File: config.mk
export PLATFORM = sky130hd
export DESIGN_NAME = fetch_sequencer
export DESIGN_NICKNAME = d
export VERILOG_FILES = /design/src/rtl/fetch_sequencer.sv
export SDC_FILE = /design/constraint.sdc
export NUM_CORES = 1
export LEC_CHECK = 0
export ABC_CLOCK_PERIOD_IN_PS = 4100
export CAP_MARGIN = 20
export CORE_AREA = 10 10 110 131
export DETAILED_ROUTE_END_ITERATION = 16
export DIE_AREA = 0 0 120 141
export GPL_TIMING_DRIVEN = 0
export MAX_ROUTING_LAYER = met4
export PLACE_DENSITY = 0.82
export SETUP_SLACK_MARGIN = 0.2
export SLEW_MARGIN = 20
export SYNTH_ARGS = -nofsm -noshare
export SYNTH_HDL_FRONTEND = slang
export SYNTH_SLANG_ARGS = --single-unit
File: constraint.sdc
create_clock -name clk -period 4.1 [get_ports clk]
set_input_delay 0.82 -clock clk [delete_from_list [all_inputs] [get_ports clk]]
set_output_delay 0.82 -clock clk [all_outputs]
set_load 0.02 [all_outputs]
File: src/rtl/fetch_sequencer.sv
// Fetch sequencer: owns the PC, issues single-outstanding instruction fetches and
// holds the fetched word in a one-entry buffer for decode, squashing wrong-path data.
module fetch_sequencer #(
  parameter int unsigned     XLEN     = 32,
  parameter logic [XLEN-1:0] RESET_PC = XLEN'(32)
) (
  input  logic            clk,
  input  logic            rst_n,
  input  logic            stall,
  input  logic            redir_valid,
  input  logic [XLEN-1:0] redir_target,
  output logic            imem_req,
  output logic [XLEN-1:0] imem_addr,
  input  logic            imem_ack,
  input  logic [31:0]     imem_rdata,
  output logic            inst_valid,
  output logic [31:0]     inst_out,
  output logic [XLEN-1:0] inst_pc,
  input  logic            dec_ready,
  output logic            redir_misalign
);

  typedef enum logic [1:0] {StIdle, StIssue, StSquash} state_e;

  state_e          state_q, state_d;
  logic [XLEN-1:0] pc_q, pc_d;
  logic [XLEN-1:0] addr_q, addr_d;
  logic            inst_valid_q, inst_valid_d;
  logic [31:0]     inst_out_q;
  logic [XLEN-1:0] inst_pc_q;
  logic            misalign_q;
  logic            load;
  logic [XLEN-1:0] redir_pc;

  assign redir_pc = {redir_target[XLEN-1:2], 2'b00};

  always_ff @(posedge clk or negedge rst_n) begin
    if (!rst_n) begin
      state_q <= StIdle;
    end else begin
      state_q <= state_d;
    end
  end

  // addr_q captures the request address at issue so a squashed request keeps it
  // while pc_q already tracks the redirect target.
  always_comb begin
    state_d = state_q;
    pc_d    = pc_q;
    addr_d  = addr_q;
    load    = 1'b0;
    unique case (state_q)
      StIdle: begin
        if (redir_valid) begin
          pc_d = redir_pc;
        end else if (!stall && (!inst_valid_q || dec_ready)) begin
          state_d = StIssue;
          addr_d  = pc_q;
        end
      end
      StIssue: begin
        if (imem_ack) begin
          state_d = StIdle;
          if (redir_valid) begin
            pc_d = redir_pc;
          end else begin
            load = 1'b1;
            pc_d = pc_q + XLEN'(4);
          end
        end else if (redir_valid) begin
          state_d = StSquash;
          pc_d    = redir_pc;
        end
      end
      StSquash: begin
        if (redir_valid) begin
          pc_d = redir_pc;
        end
        if (imem_ack) begin
          state_d = StIdle;
        end
      end
      default: state_d = StIdle;
    endcase
  end

  always_comb begin
    inst_valid_d = inst_valid_q;
    if ((inst_valid_q && dec_ready) || redir_valid) begin
      inst_valid_d = 1'b0;
    end
    if (load) begin
      inst_valid_d = 1'b1;
    end
  end

  always_ff @(posedge clk or negedge rst_n) begin
    if (!rst_n) begin
      pc_q         <= RESET_PC;
      addr_q       <= RESET_PC;
      inst_valid_q <= 1'b0;
      inst_out_q   <= '0;
      inst_pc_q    <= '0;
      misalign_q   <= 1'b0;
    end else begin
      pc_q         <= pc_d;
      addr_q       <= addr_d;
      inst_valid_q <= inst_valid_d;
      misalign_q   <= redir_valid && (redir_target[1:0] != 2'b00);
      if (load) begin
        inst_out_q <= imem_rdata;
        inst_pc_q  <= pc_q;
      end
    end
  end

  always_comb begin
    imem_req       = (state_q != StIdle);
    imem_addr      = addr_q;
    inst_valid     = inst_valid_q;
    inst_out       = inst_out_q;
    inst_pc        = inst_pc_q;
    redir_misalign = misalign_q;
  end

endmodule

==> flow_summary_export.csv <==
group,metric,value,unit
run_status,status,"completed",
synthesis,synth_compound_area_frac,0.07807,
placement,pre_cts_slack,1.038,ns
clock_tree,insertion_delay,0.42,ns
routing,drt-initial-drc-count,383,
sta,final_max_slew_viol_count,0,
sta,setup_slack,1.389,ns
floorplanning,die_w,120,microns
critical_path,required,4.41,ns
clock_tree,hold_buffers,0,
global_routing,grt_pass1_wl,29630,microns
critical_path,reg2reg_depth,6,
routing,viasPerCell,5.389,
clock_tree,cts_tree,"done",
synthesis,synth-adder-area-share,0.002169,
sta,timing.hold.ws,0.3568,ns
critical_path,start_kind,"input pin",
synthesis,async_reset_ff_frac,1.000,
routing,wirelength,18600,microns
global_routing,grt_overflow,0,
global_routing,gr-usage-all-layers,0.2290,
clock_tree,post_cts_resized,0,
critical_path,crit_cells,6,
routing,drcViolationCount,0,
hold_path,hold_class,"input pin to asynchronous set/reset pin",
sta,hold_violations,0,
finish,area_delta_synth_final,43.63,%
synthesis,synth_edf_count,0,
sta,min_period,2.711,ns
finish,final_common_cell,"nand2_1",
synthesis,yosys.area_share.xor_xnor,0,
synthesis,syn_inst,581,
clock_tree,clk_path_buf_depth,2,
floorplanning,num_rows,44,
job,max_cap_violations,0,
critical_path,crit_chain,"clkdlybuf4s50_1, nand2_1, nor3_1, nor3b_2, a311oi_1, a311oi_1",
synthesis,syn-cell-area,5769,sq um
clock_tree,htreeDepth,4,
power_and_ir_drop,p_leak,0.003740,uW
sta,relSlewSlack,0.2414,
sta,max_freq,368.9,MHz
critical_path,arrival,3.02,ns
sta,worst_slew_pin_slew,1.128,ns
synthesis,synth.area.mux_share,0.06571,
sta,grt_setup_unrepaired,"no",
placement,dp.cells,910,
critical_path,crit_type,"input pin to flip-flop",
placement,port_buffers,167,
synthesis,synth_flop_cell,"dfrtp_1",
power_and_ir_drop,max-vdd-ir-drop,0.3703,mV
sta,setup_viol,0,
synthesis,ys_seq_area_frac,0.5730,
clock_tree,path_clk_slew,0.06,ns
routing,routedWlPerCell,19.73,microns
critical_path,critPathTopFamily,"simple AND/OR/NAND/NOR gates",
synthesis,ys_warn_count,0,
finish,nNetsFinal,839,
clock_tree,ctsRootBufferMaster,"clkbuf_16",
synthesis,synthSimpleGateAreaFrac,0.2494,
routing,via_count,5082,
placement,gp_congestion,0.8960,
floorplanning,fp.dieArea,16920,sq um
finish,drive_gt1_frac,0.1242,
critical_path,end_kind,"flip-flop",
floorplanning,initial_core_util,0.4829,
synthesis,syn_avg_cell_area,9.930,sq um
finish,final_cells,943,
clock_tree,clock-sinks,132,
critical_path,worst_path_max_delay_cell,"clkdlybuf4s50_1",
finish,final_cell_mix,"nand2_1 (216), clkdlybuf4s50_1 (166), dfrtp_1 (130)",
critical_path,cpPeakStageDelay,0.58,ns
synthesis,synth_nets,652,
critical_path,cp_max_fo,7,
floorplanning,die_h,141,microns
global_routing,grt_pass1_vias,5593,
finish,fin_util,0.6937,
clock_tree,cts_made_buffers,17,
placement,dp_hpwl,13600,microns
power_and_ir_drop,power.density,595.1,nW/um^2
critical_path,cp_num_buf_inv,1,
sta,period_share,0.6612,
synthesis,yosysUniqueCellTypes,59,
synthesis,synth_top_family_by_area,"simple AND/OR/NAND/NOR gates",
critical_path,crit_top_cell,"a311oi_1",
synthesis,ys_seq_elements,132,
floorplanning,num_io_pins,169,
routing,antenna_left,0,
routing,drt-pass1-iter-count,5,
global_routing,antenna_found_initial,1,
floorplanning,coreArea,11950,sq um
finish,nFillCells,921,
sta,fin_skew,0.004475,ns
global_routing,grt_max_degree,71,
clock_tree,cts_setup_buffers,0,
-- path summary, 6_finish.rpt --
path	from	end	slack, ns
max	imem_ack	pc_q[18]$_DFFE_PN0P_	1.39
min	rst_n	inst_pc[5]$_DFFE_PN0P_	0.36
max reg2reg	pc_q[3]$_DFFE_PN0P_	pc_q[26]$_DFFE_PN0P_	1.57
min reg2reg	inst_pc[23]$_DFFE_PN0P_	inst_pc[23]$_DFFE_PN0P_	0.47
max in group asynchronous	rst_n	pc_q[5]$_DFFE_PN1P_	3.04
min in group clk	inst_pc[23]$_DFFE_PN0P_	inst_pc[23]$_DFFE_PN0P_	0.47
-- area by class of cell --
type	count	area, sq um	share of cell area
diodes	1	2.502	0.0003020
plain buffers	30	156.4	0.01887
clock buffers	22	454.2	0.05481
clock inverters	10	155.1	0.01872
inverters	7	26.28	0.003171
multi-input cells	412	2281	0.2753
flip-flops and latches	132	3306	0.3989
well taps	161	201.4	0.02431
repair buffers	168	1704	0.2056
-- routing by layer --
metal | GRT usage | share of wire | vias up | wire [microns]
met3 | 0.09628 | 0.099 | 32 | 1838
li1 | - | - | 2365 | -
met5 | - | 0 | - | 0
met2 | 0.3762 | 0.50 | 246 | 9369
met4 | 0.07761 | 0.020 | 0 | 376
met1 | 0.2448 | 0.38 | 2439 | 7017
-- power breakdown --
part	switching (uW)	leakage (uW)	internal (uW)
clock	560	0.000294	1030
combinational	785	0.00183	724
sequential	215	0.00162	1620
total	1560	0.00374	3370
-- sequential cells by signal (all words and copies together) (netlist names) --
register	flops
state_q	2
pc_q	32
imem_addr	32
redir_misalign	1
inst_out	32
inst_valid	1
inst_pc	32
-- cells in the mapped netlist (3+ instances only) --
cell      count  share of area
a21oi_1      12          0.010
o311ai_0      4         0.0061
nand4_1       9         0.0098
inv_1         6         0.0039
a311oi_1      6         0.0091
nand2_1     216           0.14
mux2i_1       3         0.0052
o22ai_1       7         0.0076
and2_1        3         0.0033
nor2_1       25          0.016
o21ai_0      14          0.012
and3_1        6         0.0065
o211ai_1      3         0.0039
mux2_2       31          0.061
or3_1         3         0.0033
nor4_1        8         0.0087
nand3_1       9         0.0078
dfrtp_1     130           0.56
clkbuf_1     14         0.0091
buf_2        12          0.010
nor3_1        9         0.0078
a211oi_1      6         0.0078
-- cell families (layout without fill, tap and decap cells) --
logic type,after synthesis,in the layout
mux,34,34
flops,132,132
buf+inv,37,237
compound gates,66,66
simple gates,311,311
other cells,0,1
fa+ha+maj,1,1
-- through the flow --
stage | power, uW | TNS, ns | cell area (sq um)
5_1_grt | 5165 | 0 | 8287
6_report | 4932 | 0 | 8287
2_1_floorplan | 2523 | 0 | 5769
3_5_place_dp | 3373 | 0 | 7675
4_1_cts | 4961 | 0 | 8284
3_3_place_gp | 3313 | -367.43 | 7642
Note: power is estimated with default switching activity, not from simulation.
